--- src/rtl/elevator_scheduler.sv ---
// Single-car SCAN elevator controller: latches floor calls, times travel and door dwell.
// Optional DOOR_HOLD_EN: when defined, door_hold freezes the door dwell timer.
module elevator_scheduler #(
  parameter int NUM_FLOORS    = 10,
  parameter int FLOOR_WIDTH   = 4,
  parameter int TRAVEL_CYCLES = 4,
  parameter int DOOR_CYCLES   = 3
) (
  input  logic                   clk,
  input  logic                   rst,
  input  logic [NUM_FLOORS-1:0]  floor_call,
  input  logic                   door_hold,
  output logic [FLOOR_WIDTH-1:0] current_floor,
  output logic                   dir_up,
  output logic                   moving,
  output logic                   door_open,
  output logic [NUM_FLOORS-1:0]  pending_requests,
  output logic [1:0]             state
);

  typedef enum logic [1:0] {
    IDLE      = 2'd0,
    MOVE_UP   = 2'd1,
    MOVE_DOWN = 2'd2,
    DOOR_OPEN = 2'd3
  } state_t;

  localparam int TIMER_MAX = (TRAVEL_CYCLES > DOOR_CYCLES) ? TRAVEL_CYCLES : DOOR_CYCLES;
  localparam int TIMER_W   = (TIMER_MAX > 1) ? $clog2(TIMER_MAX) : 1;
  localparam logic [TIMER_W-1:0]     TRAVEL_LAST = TIMER_W'(TRAVEL_CYCLES - 1);
  localparam logic [TIMER_W-1:0]     DOOR_LAST   = TIMER_W'(DOOR_CYCLES - 1);
  localparam logic [FLOOR_WIDTH-1:0] TOP_FLOOR   = FLOOR_WIDTH'(NUM_FLOORS - 1);

  function automatic logic [NUM_FLOORS-1:0] floor_mask(input logic [FLOOR_WIDTH-1:0] flr);
    return {{(NUM_FLOORS-1){1'b0}}, 1'b1} << flr;
  endfunction

  function automatic logic any_above(input logic [NUM_FLOORS-1:0] req,
                                     input logic [FLOOR_WIDTH-1:0] flr);
    logic hit;
    hit = 1'b0;
    for (int i = 0; i < NUM_FLOORS; i++) begin
      hit = hit | (req[i] & (FLOOR_WIDTH'(i) > flr));
    end
    return hit;
  endfunction

  function automatic logic any_below(input logic [NUM_FLOORS-1:0] req,
                                     input logic [FLOOR_WIDTH-1:0] flr);
    logic hit;
    hit = 1'b0;
    for (int i = 0; i < NUM_FLOORS; i++) begin
      hit = hit | (req[i] & (FLOOR_WIDTH'(i) < flr));
    end
    return hit;
  endfunction

  state_t                 state_r, next_state_s;
  logic [FLOOR_WIDTH-1:0] floor_r, next_floor_s, step_floor_s;
  logic [TIMER_W-1:0]     timer_r, next_timer_s;
  logic [NUM_FLOORS-1:0]  pending_r, clear_mask_s, cur_mask_s, step_mask_s;
  logic                   dir_up_r, next_dir_s, moving_r, door_open_r;
  logic                   here_s, above_s, below_s, step_hit_s, beyond_s;
  logic                   call_here_s, at_edge_s, hold_s;

  assign cur_mask_s   = floor_mask(floor_r);
  assign here_s       = |(pending_r & cur_mask_s);
  assign above_s      = any_above(pending_r, floor_r);
  assign below_s      = any_below(pending_r, floor_r);
  assign call_here_s  = |(floor_call & cur_mask_s);
  assign step_floor_s = (state_r == MOVE_DOWN) ? floor_r - FLOOR_WIDTH'(1'b1)
                                               : floor_r + FLOOR_WIDTH'(1'b1);
  assign step_mask_s  = floor_mask(step_floor_s);
  assign step_hit_s   = |(pending_r & step_mask_s);
  assign beyond_s     = (state_r == MOVE_DOWN) ? any_below(pending_r, step_floor_s)
                                               : any_above(pending_r, step_floor_s);
  // Guards the shaft ends even though moves are only entered toward a request.
  assign at_edge_s    = (state_r == MOVE_DOWN) ? (floor_r == '0) : (floor_r == TOP_FLOOR);

`ifdef DOOR_HOLD_EN
  assign hold_s = door_hold;
`else
  logic unused_door_hold_s;
  assign unused_door_hold_s = door_hold;
  assign hold_s = 1'b0;
`endif

  // Next-state, next-floor, direction, timer and request-clear decisions.
  always_comb begin
    next_state_s = state_r;
    next_floor_s = floor_r;
    next_dir_s   = dir_up_r;
    next_timer_s = timer_r;
    clear_mask_s = '0;
    case (state_r)
      IDLE: begin
        next_timer_s = '0;
        if (here_s) begin
          next_state_s = DOOR_OPEN;
          clear_mask_s = cur_mask_s;
        end else if (above_s && (dir_up_r || !below_s)) begin
          next_state_s = MOVE_UP;
          next_dir_s   = 1'b1;
        end else if (below_s) begin
          next_state_s = MOVE_DOWN;
          next_dir_s   = 1'b0;
        end else begin
          next_state_s = IDLE;
        end
      end
      MOVE_UP, MOVE_DOWN: begin
        if (timer_r != TRAVEL_LAST) begin
          next_timer_s = timer_r + TIMER_W'(1'b1);
        end else if (at_edge_s) begin
          next_timer_s = '0;
          next_state_s = IDLE;
        end else begin
          next_timer_s = '0;
          next_floor_s = step_floor_s;
          if (step_hit_s) begin
            next_state_s = DOOR_OPEN;
            clear_mask_s = step_mask_s;
          end else if (beyond_s) begin
            next_state_s = state_r;
          end else begin
            next_state_s = IDLE;
          end
        end
      end
      DOOR_OPEN: begin
        if (call_here_s) begin
          next_timer_s = '0;
          clear_mask_s = cur_mask_s;
        end else if (hold_s) begin
          next_timer_s = timer_r;
        end else if (timer_r != DOOR_LAST) begin
          next_timer_s = timer_r + TIMER_W'(1'b1);
        end else begin
          next_timer_s = '0;
          if (dir_up_r ? above_s : below_s) begin
            next_state_s = dir_up_r ? MOVE_UP : MOVE_DOWN;
          end else if (dir_up_r ? below_s : above_s) begin
            next_state_s = dir_up_r ? MOVE_DOWN : MOVE_UP;
            next_dir_s   = ~dir_up_r;
          end else begin
            next_state_s = IDLE;
          end
        end
      end
      default: begin
        next_state_s = IDLE;
        next_timer_s = '0;
      end
    endcase
  end

  // Car state, request latch and registered status outputs.
  always_ff @(posedge clk) begin
    if (rst) begin
      state_r     <= IDLE;
      floor_r     <= '0;
      dir_up_r    <= 1'b1;
      timer_r     <= '0;
      pending_r   <= '0;
      moving_r    <= 1'b0;
      door_open_r <= 1'b0;
    end else begin
      state_r     <= next_state_s;
      floor_r     <= next_floor_s;
      dir_up_r    <= next_dir_s;
      timer_r     <= next_timer_s;
      pending_r   <= (pending_r | floor_call) & ~clear_mask_s;
      moving_r    <= (next_state_s == MOVE_UP) || (next_state_s == MOVE_DOWN);
      door_open_r <= (next_state_s == DOOR_OPEN);
    end
  end

  assign current_floor    = floor_r;
  assign dir_up           = dir_up_r;
  assign moving           = moving_r;
  assign door_open        = door_open_r;
  assign pending_requests = pending_r;
  assign state            = state_r;

endmodule

--- config.mk ---
export PLATFORM = sky130hd
export DESIGN_NAME = elevator_scheduler
export DESIGN_NICKNAME = d
export VERILOG_FILES = /design/src/rtl/elevator_scheduler.sv
export SDC_FILE = /design/constraint.sdc
export NUM_CORES = 1
export LEC_CHECK = 0
export BUFFER_PORTS_ARGS = -buffer_cell sky130_fd_sc_hd__buf_2
export CAP_MARGIN = 20
export CORE_ASPECT_RATIO = 1.2
export CORE_MARGIN = 4
export CORE_UTILIZATION = 25
export DETAILED_ROUTE_END_ITERATION = 6
export PLACE_DENSITY = 0.48
export SYNTH_ARGS = -nofsm -noshare
export SYNTH_HDL_FRONTEND = slang
export SYNTH_SLANG_ARGS = --single-unit
--- constraint.sdc ---
create_clock -name clk -period 3.5 [get_ports clk]
set_input_delay 0.35 -clock clk [delete_from_list [all_inputs] [get_ports clk]]
set_output_delay 0.35 -clock clk [all_outputs]
set_load 0.03 [all_outputs]
==> impl_metrics.env, run 1 <==
export IMPL_final_common_cell="buf_2"
export IMPL_cts_clk_slew_worst_paths_ps=90
export IMPL_dp_hpwl_mm=6.00
export IMPL_clkLatencyLatePin_ps=270
export IMPL_drv_slew=0
export IMPL_slew_limit_headroom=0.581
export IMPL_dr_total_vias=2335
export IMPL_crit_type="reg -> reg"
export IMPL_place_port_buffers=30
export IMPL_hold_path_class="in -> reg"
export IMPL_clockBufferDepth=2
export IMPL_place_congestion=0.831
export IMPL_cp_data_arrival_time_ps=3440
export IMPL_r2r_end="moving"
export IMPL_num_rows=37
export IMPL_p_int_uw=630
export IMPL_period_needed_ps=3270
export IMPL_cp_end_kind="flip-flop"
export IMPL_worstHoldEndpoint="pending_requests[8]"
export IMPL_seqPwrFrac=0.272
export IMPL_num_io_pins=32
export IMPL_synth_area_um2=2270
export IMPL_fin_skew_ps=1.20
export IMPL_clock_sinks=21
export IMPL_synthAdderAreaFrac=0.0880
export IMPL_reg2reg_depth=12
export IMPL_yosys_area_share_simple=0.249
export IMPL_grt_pass1_wl_mm=12.6
export IMPL_critPathLaunch="current_floor[1]"
export IMPL_rsz0062_at_grt="false"
export IMPL_postSynthCellCount=286
export IMPL_final_nets=342
export IMPL_postCtsSetupBuffers=0
export IMPL_p_sw_uw=559
export IMPL_die_y_um=112
export IMPL_combPwrFrac=0.578
export IMPL_globalRouteTotalUtil=0.150
export IMPL_cts_root_buf="clkbuf_8"
export IMPL_drt_initial_drc_count=217
export IMPL_powerDensity_nw_per_um2=457
export IMPL_antenna_cells=0
export IMPL_drt_pass1_iter_count=5
export IMPL_synthFlopType="dfxtp_1"
export IMPL_seq_area_frac_synth=0.185
export IMPL_cts_resized=0
export IMPL_path_max_fanout=11
export IMPL_reg2reg_from="current_floor[1]"
export IMPL_max_slew_worst_pin_slew_ps=623
export IMPL_syn_avg_cell_area_um2=7.95
export IMPL_hold_start="floor_call[8]"
export IMPL_synth_warnings=0
export IMPL_synth_compound_area_frac=0.354
export IMPL_syn_nets=315
export IMPL_cts_made_buffers=3
export IMPL_die_w_um=95.1
export IMPL_status="finished, final reports clean"
export IMPL_pre_cts_slack_ps=264
export IMPL_rrSetupSlack_ps=230
export IMPL_yosys_mux_area_fraction=0.0292
export IMPL_dieArea_um2=10700
export IMPL_max_freq_mhz=305
export IMPL_grt_pass1_vias=2284
export IMPL_grt_overflow_total=0
export IMPL_area_growth_pct=14.4
export IMPL_drv_cap=0
export IMPL_swShare=0.470
export IMPL_synth_xor_area_frac=0.0187
export IMPL_worst_slack_ps=226
export IMPL_antenna_found_initial=0
export IMPL_final_setup_viol_count=0
export IMPL_final_setup_tns_ps=0
export IMPL_hold_viol_final=0
export IMPL_final_cell_mix="30 x buf_2, 29 x nor2_1, 21 x dfxtp_1"
export IMPL_postCtsHoldBufs=0
export IMPL_synth_top_area_frac=0.185
export IMPL_drive_gt1_frac=0.237
export IMPL_synth_edf_count=0
export IMPL_yosys_area_top_type="dfxtp_1"
export IMPL_hold_depth=3
export IMPL_leakage_uw=0.00104
export IMPL_drcViolationCount=0
export IMPL_cp_start_kind="flip-flop"
export IMPL_synth_top_family_by_area="compound AO/OA/AOI/OAI gates"
export IMPL_synthTopCellsByArea="dfxtp_1 18%, ha_1 8.8%, nor2_1 4.8%, a221oi_1 3.9%, o21ai_0 3.7%"
export IMPL_wire_per_inst_um=18.3
export IMPL_totalPowerFinal_uw=1190
export IMPL_postRouteAntennaNets=0
export IMPL_async_flop_share=0
export IMPL_peakVddDrop_mv=0.268
export IMPL_required_ps=3660
export IMPL_start_util=0.261
export IMPL_grt_max_degree=26
export IMPL_synth_cell_types=75
export IMPL_yosys_register_bits=21
export IMPL_p_clk_frac=0.150
export IMPL_wl_mm=7.86
export IMPL_avgViaCountPerCell=5.44
export IMPL_period_share=0.935
export IMPL_core_area_um2=8700
export IMPL_h_tree_depth=1
export IMPL_cts_tree="done"
==> stage by stage <==
stage | util | cell area (um2) | hold slack, ps | instances
global route | 0.299 | 2600 | 367 | 429
CTS | 0.299 | 2600 | 356 | 429
detailed placement | 0.294 | 2550 | 584 | 425
finish | 0.299 | 2600 | 361 | 429
floorplan | - | 2270 | 427 | 286
global placement | 0.294 | 2550 | 580 | 425
==> kinds of logic after synthesis <==
logic type / count (synthesis)
AOI/OAI and AO/OA: 103
xor gates and xnor gates: 4
adders and majority gates: 16
buffers and inverters: 37
DFF: 21
muxes: 5
and+or+nand+nor: 100
==> layer usage <==
layer  track usage  routed length, um
met4        0.0481                112
met3        0.0214                397
met5             0                  0
met2         0.249               4000
met1         0.197               3350
==> power by group through the flow <==
stage	logic [uW]	registers (uW)	clock network (uW)
floorplan	476	367	0
global placement	682	328	0
detailed placement	688	328	0
CTS	690	323	189
global route	760	330	201
finish	687	323	179
==> flip-flops by register name, summed over array words and instances (netlist names) <==
register and cells:
current_floor 4, dir_up 1, door_open 1, moving 1, pending_requests 10, state 2, timer_r 2
==> cell usage after synthesis (all sizes together) (4+ instances only) <==
cell type,instances
clkbuf,8
nand2,14
nand3,7
a31oi,6
o21ai,20
inv,16
nor4,4
a21oi,13
or3,4
a22oi,6
a21o,4
and2,4
and3,4
a221oi,10
o211ai,6
buf,13
a211oi,4
dfxtp,21
nand2b,4
nor2,30
o211a,4
ha,16
nor2b,7
nor3,7
xnor2,4
==> how the worst max path moves through the flow <==
stage | end | slack [ps]
floorplan | moving | 110
detailed placement | moving | 260
CTS | moving | 250
finish | moving | 230
global route | moving | 20
global placement | moving | 300
==> cell type report <==
class,count,area (um2)
Fill cell,980,6100
Clock inverter,1,5.00
Tap cell,117,146
Timing Repair Buffer,43,248
Clock buffer,3,41.3
Sequential cell,21,420
Inverter,16,60.1
Multi-Input combinational cell,228,1680
==> worst max-delay path, cell delays in order (launching register included) <==
cell	delay, ps
dfxtp_1	510
inv_1	110
ha_1	210
ha_1	400
nand2b_1	190
mux4_2	450
a21oi_1	360
o41ai_4	140
o21ai_1	180
o221ai_1	160
nand2_1	110
ha_1	220
nor2b_1	130
Note: power is estimated with default switching activity, not from simulation.
==> inputs of run 2 (changes only) <==
- ABC_AREA: unset -> 1
==> run 2 against run 1 <==
Total power is 26% lower. Utilization is 0.53 points lower. Via count is 7.6% higher. Area after synthesis is 1.5% lower. Clock-buffer cell count stayed put. Maximum frequency is 3.8% higher. Worst setup slack better by 120 ps. Register-to-register slack better by 120 ps. Clock power is 7% lower. Clock skew is 12 ps higher. Sequential share of layout area is 0.38 points higher. Critical path type unchanged. Largest power group unchanged.
==> impl_metrics.env, run 2 <==
export IMPL_synth_top_area_frac=0.211
export IMPL_grt_pass1_wl_mm=13.1
export IMPL_yosys_register_bits=21
export IMPL_hold_path_class="in -> reg"
export IMPL_max_stage_delay_ps=530
export IMPL_swShare=0.469
export IMPL_pre_cts_slack_ps=336
export IMPL_final_common_cell="nand2_1"
export IMPL_core_area_um2=8660
export IMPL_cp_buffers_inverters=7
export IMPL_final_cell_mix="126 x nand2_1, 46 x inv_1, 38 x nor2_1"
export IMPL_cp_data_arrival_time_ps=3330
export IMPL_powerDensity_nw_per_um2=345
export IMPL_die_w_um=94.4
export IMPL_peakVddDrop_mv=0.120
export IMPL_cp_end_kind="flip-flop"
export IMPL_rrSetupSlack_ps=350
export IMPL_cts_resized=0
export IMPL_cts_made_buffers=3
export IMPL_rsz0062_at_grt="false"
export IMPL_slew_limit_headroom=0.670
export IMPL_worst_slack_ps=345
export IMPL_antenna_cells=0
export IMPL_drt_initial_drc_count=152
export IMPL_wire_per_inst_um=14.8
export IMPL_cts_clk_slew_worst_paths_ps=90
export IMPL_drv_slew=0
export IMPL_grt_max_degree=28
export IMPL_grt_pass1_vias=2570
export IMPL_wl_mm=7.82
export IMPL_combPwrFrac=0.468
export IMPL_fin_cells=528
export IMPL_hold_viol_final=0
export IMPL_final_setup_viol_count=0
export IMPL_ys_top_cells_by_count="126 x nand2_1, 46 x inv_1, 38 x nor2_1"
export IMPL_hold_start="rst"
export IMPL_max_freq_mhz=317
export IMPL_r2r_end="moving"
export IMPL_p_sw_uw=411
export IMPL_worstHoldEndpoint="state[0]"
export IMPL_reg2reg_from="current_floor[1]"
export IMPL_p_int_uw=465
export IMPL_period_share=0.901
export IMPL_area_growth_pct=13.4
export IMPL_antenna_found_initial=0
export IMPL_cts_tree="done"
export IMPL_place_port_buffers=30
export IMPL_synth_edf_count=0
export IMPL_place_congestion=0.871
export IMPL_largest_register_ffs=10
export IMPL_crit_path_cell_trace="inv_1 -> ha_1 -> ha_1 -> inv_1 -> o21ai_4 -> inv_4 -> nand2_2 -> inv_2 -> nand3_1 -> nand2_1 -> nor2_1 -> nand3b_1 -> nand2_1 -> inv_1 -> nor2_1 -> nand3_1 -> nand2_1 -> inv_1 -> ha_1 -> inv_1 -> nor2_1"
export IMPL_final_nets=441
export IMPL_clockBufferDepth=2
export IMPL_final_setup_tns_ps=0
export IMPL_drive_gt1_frac=0.144
export IMPL_leakage_uw=0.00128
export IMPL_cpMostUsedCell="inv_1"
export IMPL_seq_area_frac_synth=0.188
export IMPL_dp_hpwl_mm=6.19
export IMPL_syn_avg_cell_area_um2=5.87
export IMPL_crit_family="simple AND/OR/NAND/NOR gates"
export IMPL_cp_start_kind="flip-flop"
export IMPL_dr_total_vias=2512
export IMPL_seqPwrFrac=0.341
export IMPL_drt_pass1_iter_count=4
export IMPL_synthTopCellsByArea="nand2_1 21%, dfxtp_1 19%, ha_1 8.9%, nand3_1 8.3%, inv_1 7.7%"
export IMPL_reg2reg_depth=21
export IMPL_synth_warnings=0
export IMPL_clkLatencyLatePin_ps=270
export IMPL_postRouteAntennaNets=0
export IMPL_period_needed_ps=3150
export IMPL_dieArea_um2=10500
export IMPL_clock_sinks=21
export IMPL_num_rows=37
export IMPL_avgViaCountPerCell=4.76
export IMPL_n_fill_cell=1027
export IMPL_place_inst=524
export IMPL_hold_depth=2
export IMPL_post_synth_top_count_cell="nand2_1"
export IMPL_required_ps=3670
export IMPL_num_io_pins=32
export IMPL_grt_overflow_total=0
export IMPL_cts_root_buf="clkbuf_8"
export IMPL_synth_cell_types=32
export IMPL_start_util=0.259
export IMPL_postCtsHoldBufs=0
export IMPL_postCtsSetupBuffers=0
export IMPL_cpMaxStageDelayCell="dfxtp_1"
export IMPL_cp_depth=21
export IMPL_h_tree_depth=1
export IMPL_synthFlopType="dfxtp_1"
export IMPL_die_y_um=112
export IMPL_drcViolationCount=0
export IMPL_postSynthCellCount=382
export IMPL_synth_area_um2=2240
export IMPL_max_slew_worst_pin_slew_ps=494
export IMPL_drv_cap=0
export IMPL_async_flop_share=0
export IMPL_fin_skew_ps=13.5
export IMPL_status="finished, final reports clean"
export IMPL_globalRouteTotalUtil=0.156
export IMPL_crit_type="reg -> reg"
export IMPL_path_max_fanout=10
export IMPL_yosys_area_top_type="nand2_1"
export IMPL_syn_nets=411
export IMPL_p_clk_frac=0.191
run 2: changes by cell type in the layout (fill, tap and decap cells not counted), moves of 6 or more:
cell,previous run,this run
nand2_1,14,126
o211ai_1,4,10
inv_1,15,46
a21oi_1,12,19
a221oi_1,10,0
nor2_1,29,38
nor2b_1,7,0
buf_4,13,4
a22oi_1,6,0
nand3_1,7,37
run 2: kinds of logic after synthesis:
group | Yosys count | synth area share
AND/OR/NAND/NOR | 220 | 0.424
adder cells (fa/ha/maj) | 16 | 0.0893
flip-flops | 21 | 0.188
buffers and inverters | 61 | 0.123
AO/OA/AOI/OAI | 64 | 0.176
run 2: per-layer routing:
layer  vias to the layer above  global-route usage  wire (um)
li1                       1307                   -          -
met1                      1133               0.192       3430
met3                        14              0.0250        314
met5                         -                   0          0
met4                         0              0.0472        164
met2                        58               0.274       3910
run 2: worst max path at each step:
stage	from	endpoint	slack [ps]
after floorplan	current_floor[1]	moving	590
after global placement	current_floor[1]	moving	350
after detailed placement	current_floor[1]	moving	340
after CTS	current_floor[1]	moving	320
after global routing	current_floor[1]	moving	10
final	current_floor[1]	moving	350
run 2: metrics by stage:
stage	hold WS, ps	instance area [um2]	total power, uW	utilization
after floorplan	412	2240	606	-
after global placement	552	2490	717	0.288
after detailed placement	546	2490	716	0.288
final	312	2540	877	0.294
after global routing	318	2540	961	0.294
after CTS	300	2540	894	0.294
run 2: power groups by stage:
stage	logic, uW	clock network (uW)	registers (uW)
after floorplan	272	0	334
after global placement	412	0	305
after detailed placement	411	0	305
after CTS	414	181	299
after global routing	466	191	303
final	410	167	299
run 2: cell type report:
class | count | area (um2) | share of cell area
inverter | 52 | 203 | 0.0798
clock buffer | 3 | 41.3 | 0.0162
tap | 117 | 146 | 0.0576
sequential | 21 | 420 | 0.165
clock inverter | 1 | 5.00 | 0.00197
timing repair buffer | 34 | 180 | 0.0709
multi-input combinational | 300 | 1550 | 0.608
